--- src/rtl/iommu_pkg.sv ---
// ============================================================================
// Module : iommu_pkg
// Brief  : Shared types and constants for the IOMMU HPM event path.
// Rev    : 1.0 - initial release
// ============================================================================
`default_nettype none

package iommu_pkg;

    localparam int HPM_EVT_W      = 6;
    localparam int EVT_UT_REQ     = 0;
    localparam int EVT_IOTLB_MISS = 1;
    localparam int EVT_DDTW       = 2;
    localparam int EVT_PDTW       = 3;
    localparam int EVT_S1_PTW     = 4;
    localparam int EVT_S2_PTW     = 5;

    localparam int DID_W   = 24;
    localparam int PID_W   = 20;
    localparam int PSCID_W = 20;
    localparam int GSCID_W = 16;

    typedef struct packed {
        logic [HPM_EVT_W-1:0] evt;
        logic [DID_W-1:0]     did;
        logic [PID_W-1:0]     pid;
        logic                 pid_v;
        logic [PSCID_W-1:0]   pscid;
        logic [GSCID_W-1:0]   gscid;
    } hpm_evt_rec_t;

endpackage

`default_nettype wire

--- src/rtl/iommu_hpm_evt_fifo.sv ---
// ============================================================================
// Module : iommu_hpm_evt_fifo
// Brief  : Per-requester FIFO of HPM event records with flush and occupancy.
// Rev    : 1.0 - initial release
// ============================================================================
`default_nettype none

module iommu_hpm_evt_fifo
    import iommu_pkg::*;
#(
    parameter int DEPTH = 4
) (
    input  logic                     clk_i,
    input  logic                     rst_ni,
    input  logic                     push_i,
    input  logic                     pop_i,
    input  logic                     flush_i,
    input  hpm_evt_rec_t             wdata_i,
    output hpm_evt_rec_t             rdata_o,
    output logic                     full_o,
    output logic                     empty_o,
    output logic [$clog2(DEPTH):0]   cnt_o
);

    localparam int PTR_W = $clog2(DEPTH);

    hpm_evt_rec_t       r_mem [DEPTH];
    logic [PTR_W-1:0]   r_wr_ptr;
    logic [PTR_W-1:0]   r_rd_ptr;
    logic [PTR_W:0]     r_cnt;
    logic               w_push;
    logic               w_pop;

    assign w_push = push_i & ~full_o  & ~flush_i;
    assign w_pop  = pop_i  & ~empty_o & ~flush_i;

    always_ff @(posedge clk_i or negedge rst_ni) begin
        if (!rst_ni) begin
            r_wr_ptr <= '0;
            r_rd_ptr <= '0;
            r_cnt    <= '0;
        end else if (flush_i) begin
            r_wr_ptr <= '0;
            r_rd_ptr <= '0;
            r_cnt    <= '0;
        end else begin
            if (w_push) r_wr_ptr <= r_wr_ptr + 1'b1;
            if (w_pop)  r_rd_ptr <= r_rd_ptr + 1'b1;
            r_cnt <= r_cnt + (PTR_W+1)'(w_push) - (PTR_W+1)'(w_pop);
        end
    end

    // Storage carries no reset; validity is tracked solely by the pointers.
    always_ff @(posedge clk_i) begin
        if (w_push) r_mem[r_wr_ptr] <= wdata_i;
    end

    assign rdata_o = r_mem[r_rd_ptr];
    assign full_o  = (r_cnt == (PTR_W+1)'(DEPTH));
    assign empty_o = (r_cnt == '0);
    assign cnt_o   = r_cnt;

endmodule

`default_nettype wire

--- src/rtl/iommu_hpm_evt_arb.sv ---
// ============================================================================
// Module : iommu_hpm_evt_arb
// Brief  : Round-robin merge of per-engine HPM event records onto one bank.
// Rev    : 1.0 - initial release
// ============================================================================
`default_nettype none

module iommu_hpm_evt_arb
    import iommu_pkg::*;
#(
    parameter int N_REQ      = 2,
    parameter int FIFO_DEPTH = 4
) (
    input  logic                   clk_i,
    input  logic                   rst_ni,
    input  logic                   hpm_en_i,
    input  logic [N_REQ-1:0]       req_valid_i,
    output logic [N_REQ-1:0]       req_ready_o,
    input  logic [N_REQ*6-1:0]     req_evt_i,
    input  logic [N_REQ*24-1:0]    req_did_i,
    input  logic [N_REQ*20-1:0]    req_pid_i,
    input  logic [N_REQ-1:0]       req_pid_v_i,
    input  logic [N_REQ*20-1:0]    req_pscid_i,
    input  logic [N_REQ*16-1:0]    req_gscid_i,
    output logic                   tr_request_o,
    output logic                   iotlb_miss_o,
    output logic                   ddt_walk_o,
    output logic                   pdt_walk_o,
    output logic                   s1_ptw_o,
    output logic                   s2_ptw_o,
    output logic [23:0]            did_o,
    output logic [19:0]            pid_o,
    output logic                   pid_v_o,
    output logic [19:0]            pscid_o,
    output logic [15:0]            gscid_o,
    input  logic                   drop_clr_i,
    output logic [15:0]            drop_cnt_o,
    output logic                   busy_o
);

    localparam int IDX_W = (N_REQ > 1) ? $clog2(N_REQ) : 1;
    localparam int CNT_W = $clog2(FIFO_DEPTH) + 1;

    hpm_evt_rec_t       w_wrec [N_REQ];
    hpm_evt_rec_t       w_head [N_REQ];
    logic [CNT_W-1:0]   w_cnt  [N_REQ];
    logic [N_REQ-1:0]   w_push;
    logic [N_REQ-1:0]   w_pop;
    logic [N_REQ-1:0]   w_full;
    logic [N_REQ-1:0]   w_empty;
    logic [N_REQ-1:0]   w_nz;

    logic               w_found;
    logic               w_gnt_vld;
    logic [IDX_W-1:0]   w_gnt_idx;
    logic [IDX_W-1:0]   w_idx;
    logic [31:0]        w_drop_inc;
    logic [31:0]        w_drop_sum;

    hpm_evt_rec_t       r_out;
    logic [IDX_W-1:0]   r_ptr;
    logic [15:0]        r_drop_cnt;

    genvar gi;
    generate
        for (gi = 0; gi < N_REQ; gi++) begin : g_req
            assign w_wrec[gi] = '{
                evt:   req_evt_i  [gi*HPM_EVT_W +: HPM_EVT_W],
                did:   req_did_i  [gi*DID_W     +: DID_W],
                pid:   req_pid_i  [gi*PID_W     +: PID_W],
                pid_v: req_pid_v_i[gi],
                pscid: req_pscid_i[gi*PSCID_W   +: PSCID_W],
                gscid: req_gscid_i[gi*GSCID_W   +: GSCID_W]
            };
            assign w_nz[gi]        = |w_wrec[gi].evt;
            // While disabled everything is sunk so engines never stall.
            assign req_ready_o[gi] = hpm_en_i ? ~w_full[gi] : 1'b1;
            assign w_push[gi]      = hpm_en_i & req_valid_i[gi] & ~w_full[gi] & w_nz[gi];

            iommu_hpm_evt_fifo #(
                .DEPTH   (FIFO_DEPTH)
            ) u_fifo (
                .clk_i   (clk_i),
                .rst_ni  (rst_ni),
                .push_i  (w_push[gi]),
                .pop_i   (w_pop[gi]),
                .flush_i (~hpm_en_i),
                .wdata_i (w_wrec[gi]),
                .rdata_o (w_head[gi]),
                .full_o  (w_full[gi]),
                .empty_o (w_empty[gi]),
                .cnt_o   (w_cnt[gi])
            );
        end
    endgenerate

    // Round-robin search beginning one past the last granted requester.
    always_comb begin
        w_found   = 1'b0;
        w_gnt_idx = '0;
        w_idx     = '0;
        for (int k = 1; k <= N_REQ; k++) begin
            w_idx = IDX_W'((int'(r_ptr) + k) % N_REQ);
            if (!w_found && !w_empty[w_idx]) begin
                w_found   = 1'b1;
                w_gnt_idx = w_idx;
            end
        end
    end

    assign w_gnt_vld = w_found & hpm_en_i;
    assign w_pop     = w_gnt_vld ? (N_REQ'(1) << w_gnt_idx) : '0;

    always_ff @(posedge clk_i or negedge rst_ni) begin
        if (!rst_ni) begin
            r_out <= '0;
            r_ptr <= IDX_W'(N_REQ - 1);
        end else if (!hpm_en_i) begin
            r_out <= '0;
        end else begin
            r_out.evt <= w_gnt_vld ? w_head[w_gnt_idx].evt : '0;
            if (w_gnt_vld) begin
                r_out.did   <= w_head[w_gnt_idx].did;
                r_out.pid   <= w_head[w_gnt_idx].pid;
                r_out.pid_v <= w_head[w_gnt_idx].pid_v;
                r_out.pscid <= w_head[w_gnt_idx].pscid;
                r_out.gscid <= w_head[w_gnt_idx].gscid;
                r_ptr       <= w_gnt_idx;
            end
        end
    end

    // Discards while disabled: fresh non-zero records plus anything being flushed.
    always_comb begin
        w_drop_inc = '0;
        if (!hpm_en_i) begin
            for (int i = 0; i < N_REQ; i++) begin
                w_drop_inc = w_drop_inc + 32'(req_valid_i[i] & w_nz[i]) + 32'(w_cnt[i]);
            end
        end
    end

    assign w_drop_sum = {16'b0, r_drop_cnt} + w_drop_inc;

    always_ff @(posedge clk_i or negedge rst_ni) begin
        if (!rst_ni) begin
            r_drop_cnt <= '0;
        end else if (drop_clr_i) begin
            r_drop_cnt <= '0;
        end else if (w_drop_sum > 32'h0000_FFFF) begin
            r_drop_cnt <= 16'hFFFF;
        end else begin
            r_drop_cnt <= w_drop_sum[15:0];
        end
    end

    assign tr_request_o = r_out.evt[EVT_UT_REQ];
    assign iotlb_miss_o = r_out.evt[EVT_IOTLB_MISS];
    assign ddt_walk_o   = r_out.evt[EVT_DDTW];
    assign pdt_walk_o   = r_out.evt[EVT_PDTW];
    assign s1_ptw_o     = r_out.evt[EVT_S1_PTW];
    assign s2_ptw_o     = r_out.evt[EVT_S2_PTW];
    assign did_o        = r_out.did;
    assign pid_o        = r_out.pid;
    assign pid_v_o      = r_out.pid_v;
    assign pscid_o      = r_out.pscid;
    assign gscid_o      = r_out.gscid;
    assign drop_cnt_o   = r_drop_cnt;
    assign busy_o       = (~&w_empty) | (|r_out.evt);

endmodule

`default_nettype wire

--- config.mk ---
export PLATFORM = sky130hd
export DESIGN_NAME = iommu_hpm_evt_arb
export DESIGN_NICKNAME = d
export VERILOG_FILES = /design/src/rtl/iommu_pkg.sv /design/src/rtl/iommu_hpm_evt_fifo.sv /design/src/rtl/iommu_hpm_evt_arb.sv
export SDC_FILE = /design/constraint.sdc
export NUM_CORES = 1
export LEC_CHECK = 0
export ABC_AREA = 1
export BUFFER_PORTS_ARGS = -buffer_cell sky130_fd_sc_hd__buf_2
export CAP_MARGIN = 0
export CORE_ASPECT_RATIO = 2
export CORE_MARGIN = 4
export CORE_UTILIZATION = 47
export DETAILED_ROUTE_END_ITERATION = 8
export PLACE_DENSITY = 0.73
export REMOVE_ABC_BUFFERS = 1
export SYNTH_ARGS = -nofsm -noshare
export SYNTH_HDL_FRONTEND = slang
export SYNTH_SLANG_ARGS = --single-unit
export TNS_END_PERCENT = 30
--- constraint.sdc ---
create_clock -name clk_i -period 5.02 [get_ports clk_i]
set_input_delay 0.502 -clock clk_i [delete_from_list [all_inputs] [get_ports clk_i]]
set_output_delay 0.502 -clock clk_i [all_outputs]
set_load 0.01 [all_outputs]
* Word level (Yosys, flattened, before mapping)
Memory sizes are Yosys's and may differ from the RTL's.
Index checks and enable logic that the tools add are counted.
** Operators by class
- Reduce and logical (&&, ||, !) cells :: 10
- Multiplexer cells :: 34
- Equality and inequality tests :: 7
- Shift-type cells :: 1
- Add/sub/neg operators :: 14
- Bitwise logic cells :: 23
- $lt $le $gt $ge :: 4
** Operator list (count)
- 87-bit two-way mux :: 4
- 81-bit two-way mux :: 1
- 16-bit by 32-bit adder with 32-bit output :: 1
- 32-bit by 16-bit greater-than comparator with 1-bit output (second input constant) :: 1
- 16-bit two-way mux :: 2
- 2-bit two-way mux :: 9
- 6-bit OR reduction :: 3
- 1-bit bitwise AND :: 17
- 1-bit two-way mux :: 14
- 6-bit two-way mux :: 2
- 2-bit by 1-bit != test with 1-bit output (second input constant) :: 5
- 2-bit by 1-bit adder with 2-bit output (second input constant) :: 4
- 3-bit by 1-bit adder with 3-bit output :: 2
- 5-bit by 3-bit adder with 6-bit output :: 1
- 3-bit == test (second input constant) :: 2
- 3-bit logical NOT :: 2
- 3-bit two-way mux :: 2
- 3-bit by 1-bit subtractor with 3-bit output :: 2
- 4-bit by 1-bit adder with 5-bit output :: 1
- 1-bit by 3-bit adder with 4-bit output :: 1
- 1-bit by 2-bit < comparator with 1-bit output (second input constant) :: 2
- 1-bit NOT :: 4
- 2-bit AND reduction :: 2
- 1-bit adder (second input constant) :: 2
- 6 further kinds :: 7
** Word-level totals
- Memories kept :: 2
- RAM bits :: 696
- Logic and storage cells :: 109
- Register bits :: 118
- Input bits :: 180
- Output and inout bits :: 106
** Memories
- g_req[0].u_fifo.r_mem :: depth 4, bits a word 87, rd ports 1, clocked after Yosys merged registers in 0, write ports 1, line iommu_hpm_evt_fifo.sv:27 : hpm_evt_rec_t r_mem [DEPTH];
- g_req[1].u_fifo.r_mem :: depth 4, bits a word 87, rd ports 1, clocked after Yosys merged registers in 0, write ports 1, line iommu_hpm_evt_fifo.sv:27

* Longest topological paths before layout
Gate-level depths: netlist of run 1.
- Word-level depth :: 12
- Depth in mapped cells :: 21
- Depth with buffers taken out :: 21

* By module
A second synthesis of run 1 with hierarchy kept.
** Unflattened totals
- Cells, all modules :: 2474
- Area total of the unflattened synthesis :: 32015.7 um2
** Modules (own cells, without submodules)
- iommu_hpm_evt_fifo (g_req[0].u_fifo) :: area an instance 13350.3 um2, cells each 905, sequential area each 10625.2 um2, instances 1
- iommu_hpm_evt_fifo (g_req[1].u_fifo) :: area an instance 13340.3 um2, cells each 906, sequential area each 10625.2 um2, instances 1
- iommu_hpm_evt_arb :: area an instance 5325.1 um2, cells each 663, sequential area each 2603.7 um2, instances 1

* Worst setup path after synthesis of run 1
Ideal clock, no wire load.
- Path kind :: input to register
- From :: input port hpm_en_i
- To :: memory g_req[0].u_fifo.r_mem[0][0] (netlist bit) (enable)
- Required time :: 4486 ps
- Arrival :: 4542 ps
- Stages :: 4
- Library setup time :: 534 ps
- Path slack :: -56 ps
- Path buffers :: 0
- Cells stage by stage :: inv_1 nor2_1 nand3_1 nor2_1
** Between the ends
- Longest elaborated chain between the ends :: 7
** Ends and longest elaborated chain
- start: declaration :: line iommu_hpm_evt_arb.sv:16 : input logic hpm_en_i,
- 1-bit bitwise AND (3 in series) :: line iommu_hpm_evt_arb.sv:78 : assign w_push[gi] = hpm_en_i & req_valid_i[gi] & ~w_full[gi] & w_nz[gi];
- 1-bit bitwise AND :: line iommu_hpm_evt_fifo.sv:34 : assign w_push = push_i & ~full_o & ~flush_i;
- 1-bit bitwise AND (*) :: line iommu_hpm_evt_fifo.sv:34
- 1-bit two-way mux (*) :: line iommu_hpm_evt_fifo.sv:55 : if (w_push) r_mem[r_wr_ptr] <= wdata_i;
- 1-bit two-way mux (not written as such) (*) :: line iommu_hpm_evt_fifo.sv:55
- end: declaration :: line iommu_hpm_evt_fifo.sv:27
Mark *: on every way between the ends. The rest lies on a longest branch, timed or not.

* Worst setup path in the final report of run 1
- From :: register g_req[1].u_fifo.r_cnt[0]
- To :: register r_drop_cnt[13], in the netlist drop_cnt_o[13]
** Between the ends
- Longest elaborated chain between the ends :: 6
** Ends and longest elaborated chain
- start: declaration :: line iommu_hpm_evt_fifo.sv:30 : logic [PTR_W:0] r_cnt;
- start signal: assignment :: line iommu_hpm_evt_fifo.sv:49 : r_cnt <= r_cnt + (PTR_W+1)'(w_push) - (PTR_W+1)'(w_pop);
- 5-bit by 3-bit adder with 6-bit output (*) :: line iommu_hpm_evt_arb.sv:138 : w_drop_inc = w_drop_inc + 32'(req_valid_i[i] & w_nz[i]) + 32'(w_cnt[i]);
- 6-bit two-way mux (*) :: line iommu_hpm_evt_arb.sv:136 : if (!hpm_en_i) begin
- 16-bit by 32-bit adder with 32-bit output (*) :: line iommu_hpm_evt_arb.sv:143 : assign w_drop_sum = {16'b0, r_drop_cnt} + w_drop_inc;
- 32-bit by 16-bit greater-than comparator with 1-bit output :: line iommu_hpm_evt_arb.sv:150 : end else if (w_drop_sum > 32'h0000_FFFF) begin
- 16-bit two-way mux (*) :: line iommu_hpm_evt_arb.sv:150
- 16-bit two-way mux (*) :: line iommu_hpm_evt_arb.sv:148 : end else if (drop_clr_i) begin
- end signal: assignment :: line iommu_hpm_evt_arb.sv:153 : r_drop_cnt <= w_drop_sum[15:0];
- end: declaration :: line iommu_hpm_evt_arb.sv:62 : logic [15:0] r_drop_cnt;
Marked as above.
A chain may end at the register's enable or synchronous reset.

==> impl_metrics.yaml, run 1 <==
run_status:
  outcome: "finished clean"
global_route:
  grt_pass1_wl_mm: 123
  grt_pass1_vias: 21700
  track_usage: 0.227
  grt_max_degree: 130
  overflow: 0
  antenna_found_initial: 27
clock_network:
  clock-sinks: 814
  clk_pin_slew_ps: 70
  cts_setup_buffers: 0
  htreeDepth: 3
  clockBufferDepth: 3
  cts_tree: "yes"
  clockRootBuffer: "clkbuf_16"
  clock_latency_ps: 650
  ctsResizeCount: 0
  cts_buffers: 73
layout:
  stdcell_area_um2: 36500
  area_growth_pct: 14.6
  finish.utilization: 0.545
  nFillCells: 5414
  seqCellArea_um2: 23900
  multi_input_area_um2: 7090
  fin_nets: 2975
  final_layout_size_suffix_gt1_frac: 0.161
placed_design:
  placed_area_um2: 34000
  port_buffers: 285
  gp_congestion: 0.824
  dp_hpwl_mm: 49.4
  place_ws_ps: 1030
route:
  vias: 21000
  wire_per_inst_um: 22.3
  antenna_left: 0
  dr.pass1.iters: 5
  drc: 0
  wl_mm: 83.1
  via_per_inst: 5.65
  drtIter0Drc: 1435
logic_synthesis:
  synth_edf_count: 696
  yosysTopAreaCellShare: 0.657
  synth_flop_cell: "edfxtp_1"
  syn_area_um2: 31800
  synth_common_cells: "edfxtp_1 (696), nand2_1 (465), nor2_1 (308), o21ai_0 (276), nand3_1 (169)"
  yosysSeqAreaShare: 0.750
  syn_avg_cell_area_um2: 12.6
  synth_most_common_cell: "edfxtp_1"
  synth_area_leaders: "edfxtp_1 (66%), dfrtp_1 (9.2%), nand2_1 (5.5%)"
  synthCells: 2522
  yosysTopAreaCell: "edfxtp_1"
  yosys_warnings: 0
  ys_async_sr_fraction: 0.145
  synth-seq-cells: 814
  synth.distinct_cells: 35
die:
  initial_utilization: 0.476
  dieArea_um2: 72200
  ios: 286
  dieHeight_um: 376
  die_w_um: 192
  fp.coreArea_um2: 66900
  rows: 134
run:
  cap_viol_max_count: 0
setup_path:
  critical_path.max_stage_delay_ps: 540
  timing_worst_setup_path_type: "flop to flop"
  cp-end-kind: "flop"
  critical_path_required_ps: 5550
  worstPathArrival_ps: 4200
  critPathLaunchType: "flop"
  critPathSlowestCell: "fa_1"
  crit_family: "adder cells"
  crit_buf_inv: 3
  crit_chain: "inv_1 > fa_1 > inv_1 > ha_1 > fa_1 > o21ai_0 > a21oi_1 > ha_1 > nand3_1 > nand3_1 > nand2_1 > nand2_1 > nand2_1 > nand3_1 > nand2_1 > inv_1"
  crit_path_frequent_cell: "nand2_1"
  critPathMaxFanout: 15
pwr:
  p_per_area_nw_per_um2: 513
  switching_power_mw: 6.06
  internal-power_mw: 12.7
  power_frac_seq: 0.452
  pwr-share-comb: 0.249
  ir_drop_uv: 517
  pwr-share-clk: 0.299
  swShare: 0.324
  leakage_nw: 13.7
timing:
  final-max-slew-violation-count: 0
  post-route-min-period_ps: 3680
  worstMarginPinSlew_ps: 1200
  setup_viol: 0
  fin_crit_sh: 0.732
  max-slew-margin-rel: 0.197
  fin_worst_skew_ps: 26.3
  grt_setup_unrepaired: "false"
  fin_ws_ps: 1340
  hold_violations: 0
  fmax_mhz: 272
min_path:
  holdCritPathClass: "primary input to flop"
-- power groups by stage --
stage                     sequential, mW  clock [mW]  combinational [mW]
final                               8.46        5.59                4.66
after global routing                8.52        5.98                5.17
after global placement              8.57           0                4.48
after detailed placement            8.59           0                4.69
after floorplan                     8.87           0                2.52
after CTS                           8.46        5.70                4.71
-- cells by family after synthesis --
kind of cell             share of synthesized area
AO/OA/AOI/OAI                               0.0857
XOR/XNOR                                   0.00193
adder cells (fa/ha/maj)                     0.0118
buffers and inverters                       0.0293
flip-flops                                   0.750
AND/OR/NAND/NOR                              0.122
-- registers in the layout (all words and copies together), names as in the netlist, 6 cells and up --
register,count
g_req.u_fifo.r_mem,696
did_o,24
pscid_o,20
pid_o,20
drop_cnt_o,16
g_req.u_fifo.cnt_o,6
gscid_o,16
-- through the flow --
| stage | hold WS (ps) | TNS [ps] | power (mW) | cells |
|---|---|---|---|---|
| after global routing | 31.9 | 0 | 19.7 | 3720 |
| after global placement | 460 | 0 | 13.0 | 3576 |
| final | 63.4 | 0 | 18.7 | 3726 |
| after floorplan | 206 | -89190 | 11.4 | 2374 |
| after CTS | 5.50 | 0 | 18.9 | 3708 |
| after detailed placement | 464 | 0 | 13.3 | 3576 |
-- layout make-up --
cell class,count,share of cell area
flip-flops and latches,814,0.654
multi-input cells,1493,0.194
clock buffers,107,0.0589
repair buffers,319,0.0463
well taps,884,0.0303
inverters,67,0.00741
clock inverters,24,0.00693
diodes,18,0.00123
-- layer usage --
metal	vias to the layer above	wire length (µm)	GRT usage
li1	9506	-	-
met1	10500	29200	0.243
met2	797	43800	0.404
met3	232	6380	0.0608
met4	20	3610	0.118
met5	-	131	0
-- repair_timing --
action | 4_1_cts | 5_1_grt
hold buffers | 1 | 0
endpoints found under the hold margin | 75 | 0
endpoints found under the setup margin | 0 | 0
-- cell usage in the layout, fill, tap and decap left out, types with 4 or more instances in the layout --
master	count
dfrtp_1	113
a21oi_1	65
o22ai_1	114
nand2_1	465
dfrtp_4	4
xnor2_1	5
inv_1	57
buf_2	284
nor2_1	300
nand3_1	169
bufinv_16	4
clkbuf_1	19
buf_4	33
fa_1	5
ha_1	22
inv_6	4
nand4_1	4
clkinv_2	13
o21ai_1	14
edfxtp_1	696
a22o_1	6
diode_2	18
a22oi_1	19
nor2_4	8
o21ai_0	276
clkbuf_16	77
clkbuf_8	11
-- path summary, 6_finish.rpt --
path | start | to | slack, ps | cells after the start
min reg2reg | did_o[0] | did_o[0] | 480 | 2
min | req_pid_i[29] | g_req[1].u_fifo.r_mem[0][46] | 60 | 1
max in group asynchronous | rst_ni | did_o[12] | 3270 | 3
min in group asynchronous | rst_ni | pscid_o[18] | 480 | 2
max reg2reg | g_req[1].u_fifo.cnt_o[0] | drop_cnt_o[13] | 1340 | 16
max | g_req[1].u_fifo.cnt_o[0] | drop_cnt_o[13] | 1340 | 16
(Power assumes the default switching activity.)
==> run 2: changes to the inputs <==
- clock period: 5.02 -> 3.33 ns (I/O delays scaled with it)
==> run 2 against run 1 <==
  * Flip-flop and latch count unchanged
  * Cell count up 5.1%
  * Die area unchanged
  * Wire length up 2.8%
  * Worst hold slack worse by 20 ps
  * Critical path depth up 1
  * Clock skew up 4.6 ps
  * Critical path type unchanged
==> impl_metrics.yaml, run 2 (synthesized netlist as in run 1, its figures left out) <==
setup_path:
  worstPathArrival_ps: 3740
  timing_worst_setup_path_type: "flop to flop"
  critPathLaunchType: "flop"
  critical_path_required_ps: 3870
  r2r_cells: 17
  critPathMaxFanout: 5
  cp-end-kind: "flop"
  reg2reg_to: "drop_cnt_o[15]"
  r2r_slack_ps: 130
  timing.rr.start: "g_req[1].u_fifo.cnt_o[0]"
route:
  dr.pass1.iters: 8
  wl_mm: 85.4
  antenna_left: 0
  wire_per_inst_um: 21.8
  vias: 22000
  drtIter0Drc: 1574
  via_per_inst: 5.61
  drc: 0
global_route:
  grt_pass1_wl_mm: 129
  grt_max_degree: 120
  overflow: 0
  antenna_found_initial: 9
  grt_pass1_vias: 23100
  track_usage: 0.233
layout:
  fin_nets: 3177
  final_cell_mix: "edfxtp_1 (696), nand2_1 (462), nor2_1 (300), buf_2 (285), o21ai_0 (275)"
  stdcell_count: 3916
  final_layout_size_suffix_gt1_frac: 0.165
  largest_reg_flops: 696
  regMostFlops: "g_req.u_fifo.r_mem"
  final_common_cell: "edfxtp_1"
  area_growth_pct: 21.5
placed_design:
  place_ws_ps: -162
  dp_hpwl_mm: 48.7
  gp_congestion: 0.795
  dp.cells: 3608
  port_buffers: 285
pwr:
  switching_power_mw: 9.25
  finalPower_mw: 28.5
  power_frac_seq: 0.451
  pwr-share-clk: 0.292
  leakage_nw: 14.6
  pwr-share-comb: 0.257
  p_per_area_nw_per_um2: 738
  ir_drop_uv: 550
  internal-power_mw: 19.3
  swShare: 0.324
timing:
  fin_crit_sh: 0.960
  hold_ws_ps: 43.2
  post-route-min-period_ps: 3200
  fmax_mhz: 313
  fin_ws_ps: 132
  final-max-slew-violation-count: 0
  fin_worst_skew_ps: 30.9
  max-slew-margin-rel: 0.296
  worstMarginPinSlew_ps: 1060
  hold_violations: 0
  setup_viol: 0
run:
  cap_viol_max_count: 0
min_path:
  hold_path_end: "g_req[1].u_fifo.r_mem[3][84]"
  hp-start: "req_evt_i[9]"
  hold_depth: 2
  holdCritPathClass: "primary input to flop"
clock_network:
  clockRootBuffer: "clkbuf_16"
  cts_buffers: 71
  cts_tree: "yes"
  clock_latency_ps: 620
  clockBufferDepth: 3
  clock-sinks: 814
  clk_pin_slew_ps: 70
  htreeDepth: 3
die:
  die_w_um: 192
  rows: 134
  dieArea_um2: 72200
  fp.coreArea_um2: 66900
  dieHeight_um: 376
  ios: 286
  initial_utilization: 0.476
run_status:
  outcome: "finished clean"
-- run 2: metrics by stage --
stage	utilization	area [µm²]	TNS, ps
2_1_floorplan	-	31100	-1358390
3_3_place_gp	0.516	34500	-1860
3_5_place_dp	0.516	34500	-1970
4_1_cts	0.577	38600	0
5_1_grt	0.578	38700	-33.3
6_report	0.578	38700	0
-- run 2: power groups by stage --
stage                     registers [mW]  clock network (mW)  logic [mW]
after floorplan                     13.4                   0        3.80
after global placement              13.0                   0        6.86
after detailed placement            13.1                   0        7.15
after CTS                           12.9                8.49        7.36
after global routing                13.0                8.92        8.14
final                               12.9                8.34        7.34
-- run 2: worst max-delay path, stage by stage (launching register included) --
cell	delay, ps
dfrtp_1	390
inv_2	80
fa_1	550
inv_1	50
ha_1	210
fa_2	570
nand2_2	70
fa_2	380
inv_1	80
nand3_1	90
nand3_2	80
nand2_1	80
nand2_2	80
nand2_2	80
buf_2	180
nand3_1	90
nand2_1	50
inv_1	50
-- run 2: metal layers --
layer,part of all wire,vias up,global-route usage
met4,0.034,8,0.0936
met1,0.37,11000,0.270
met5,0.00056,-,0
met3,0.068,218,0.0414
li1,-,9915,-
met2,0.53,874,0.423
-- run 2: area by class of cell --
class                           instances  area, µm²
Clock inverter                         34        390
Tap cell                              884       1110
Fill cell                            5189      28200
Inverter                               67        270
Multi-Input combinational cell       1493       7110
Sequential cell                       814      23900
Antenna cell                            7       17.5
Timing Repair Buffer                  523       3930
Clock buffer                           94       1970
-- run 2: repair_timing --
action,4_1_cts,5_1_grt
resized for setup,0,9
setup endpoints to repair,0,16
endpoints found under the hold margin,740,0
hold buffers,170,0
setup buffers,0,2
-- run 2: worst max-delay path by stage --
stage | startpoint | to | slack, ps | depth (start not counted)
3_5_place_dp | req_evt_i[7] | drop_cnt_o[9] | -160 | 20
2_1_floorplan | g_req[1].u_fifo.r_rd_ptr[0] | ddt_walk_o | -2320 | 5
4_1_cts | g_req[1].u_fifo.cnt_o[0] | drop_cnt_o[9] | 30 | 17
3_3_place_gp | req_evt_i[7] | drop_cnt_o[15] | -180 | 20
6_report | g_req[1].u_fifo.cnt_o[0] | drop_cnt_o[15] | 130 | 17
5_1_grt | g_req[1].u_fifo.cnt_o[0] | drop_cnt_o[11] | -10 | 17
==> run 3: changes to the inputs <==
- CORE_MARGIN: 4 -> 1.5
==> run 3 against run 2 <==
  * Flip-flop and latch count stayed put
  * Sequential share of layout area decreased by 0.10 points
  * Fmax decreased by 2.9%
  * Critical path depth unchanged
  * First-iteration DRC count rose by 28%
  * Via count grew 1.7%
  * Combinational power grew 2%
  * Global-route usage grew 1.3 points
  * Critical endpoint is now drop_cnt_o[12]
  * Largest cell class unchanged
  * Largest power group unchanged
  * Highest routed layer unchanged
==> impl_metrics.yaml, run 3 (synthesized netlist as in run 1, its figures left out) <==
timing:
  fmax_mhz: 304
  final-max-slew-violation-count: 0
  setup_viol: 0
  tns_ps: 0
  fin_ws_ps: 35.5
  post-route-min-period_ps: 3290
  worstMarginPinSlew_ps: 1140
  hold_violations: 0
  fin_crit_sh: 0.989
  fin_worst_skew_ps: 14.0
  max-slew-margin-rel: 0.242
placed_design:
  port_buffers: 285
  dp.cells: 3615
  gp_congestion: 0.845
  dp_hpwl_mm: 49.4
  place_ws_ps: -194
pwr:
  leakage_nw: 14.7
  ir_drop_uv: 700
  finalPower_mw: 28.5
  p_per_area_nw_per_um2: 736
min_path:
  hold_path_end: "g_req[1].u_fifo.r_mem[1][85]"
  hp-start: "req_evt_i[10]"
  hold_depth: 2
  holdCritPathClass: "primary input to flop"
global_route:
  grt_pass1_wl_mm: 131
  antenna_found_initial: 5
  grt_pass1_vias: 23600
  grt_max_degree: 178
  overflow: 0
  track_usage: 0.246
die:
  ios: 286
  initial_utilization: 0.476
  rows: 134
  dieHeight_um: 371
  die_w_um: 187
  fp.coreArea_um2: 66900
  dieArea_um2: 69400
clock_network:
  clock-sinks: 814
  cts_tree: "yes"
  clockBufferDepth: 3
  clk_pin_slew_ps: 70
  cts_buffers: 72
  htreeDepth: 3
  clockRootBuffer: "clkbuf_16"
  clock_latency_ps: 630
route:
  drc: 0
  drtIter0Drc: 2015
  vias: 22300
  wl_mm: 85.4
  antenna_left: 0
  via_per_inst: 5.69
  wire_per_inst_um: 21.7
  dr.pass1.iters: 6
setup_path:
  critical_path_required_ps: 3890
  critPathMaxFanout: 5
  critical_path.max_stage_delay_ps: 540
  critPathSlowestCell: "fa_1"
  cp-end-kind: "flop"
  r2r_cells: 17
  timing_worst_setup_path_type: "flop to flop"
  reg2reg_to: "drop_cnt_o[12]"
  crit_chain: "inv_2 > fa_1 > inv_1 > ha_2 > fa_2 > nand2_1 > a21oi_1 > ha_1 > nand2_1 > buf_4 > nor2_1 > nand2_1 > nand3_1 > nand2_1 > nor2_1 > nor2_1 > nor2_1"
  worstPathArrival_ps: 3860
  timing.rr.start: "g_req[1].u_fifo.cnt_o[0]"
  critPathLaunchType: "flop"
  crit_buf_inv: 3
  r2r_slack_ps: 40
  crit_family: "adder cells"
layout:
  final_layout_size_suffix_gt1_frac: 0.168
  regMostFlops: "g_req.u_fifo.r_mem"
  stdcell_count: 3930
  largest_reg_flops: 696
  final_common_cell: "edfxtp_1"
  area_growth_pct: 21.7
  fin_nets: 3192
  final_cell_mix: "edfxtp_1 (696), nand2_1 (463), nor2_1 (300), buf_2 (284), o21ai_0 (275)"
run:
  cap_viol_max_count: 0
run_status:
  outcome: "finished clean"
[run 3: cell types whose count changed in the layout (fill, tap and decap cells not counted), moves of 3 or more]
| cell | previous run | this run |
|---|---|---|
| clkinvlp_4 | 5 | 2 |
| inv_6 | 4 | 8 |
| buf_4 | 43 | 55 |
| dlygate4sd3_1 | 170 | 175 |
| diode_2 | 7 | 3 |
| clkinv_2 | 15 | 18 |
[run 3: where the power goes]
part / total (mW) / internal (mW) / switching (mW) / leakage [nW]
combinational: 7.51 / 2.37 / 5.14 / 5.70
sequential: 12.7 / 12.2 / 0.514 / 7.85
clock: 8.28 / 4.60 / 3.68 / 1.15
[run 3: repair_timing]
action / in CTS / in global routing
gates resized for setup: 0 / 9
hold buffers: 175 / 0
buffers inserted: 0 / 5
endpoints found under the hold margin: 765 / 0
setup endpoints to repair: 0 / 16
[run 3: worst max path at each step]
stage / startpoint / to / slack, ps / depth (start not counted)
finish: g_req[1].u_fifo.cnt_o[0] / drop_cnt_o[12] / 40 / 17
global route: g_req[1].u_fifo.cnt_o[0] / drop_cnt_o[12] / -90 / 17
CTS: g_req[1].u_fifo.cnt_o[0] / drop_cnt_o[9] / 10 / 17
detailed placement: req_evt_i[6] / drop_cnt_o[13] / -190 / 20
global placement: req_evt_i[6] / drop_cnt_o[15] / -130 / 20
floorplan: g_req[1].u_fifo.r_rd_ptr[0] / ddt_walk_o / -2320 / 5
[run 3: metrics by stage]
step,hold slack [ps],utilization,area (µm²)
finish,52.8,0.579,38700
global route,52.5,0.579,38700
CTS,8.09,0.578,38700
detailed placement,438,0.517,34600
global placement,433,0.517,34600
floorplan,37.4,-,31100
[run 3: layout make-up]
cell class,instances,area (µm²)
Fill cell,5215,28200
Sequential cell,814,23900
Multi-Input combinational cell,1493,7110
Timing Repair Buffer,537,4030
Clock buffer,94,1960
Tap cell,884,1110
Clock inverter,38,370
Inverter,67,272
Antenna cell,3,7.51
[run 3: layer usage]
layer | global-route usage | routed length, µm
met2 | 0.460 | 46000
met4 | 0.118 | 3300
met5 | 0 | 45
met1 | 0.272 | 29900
met3 | 0.0388 | 6190
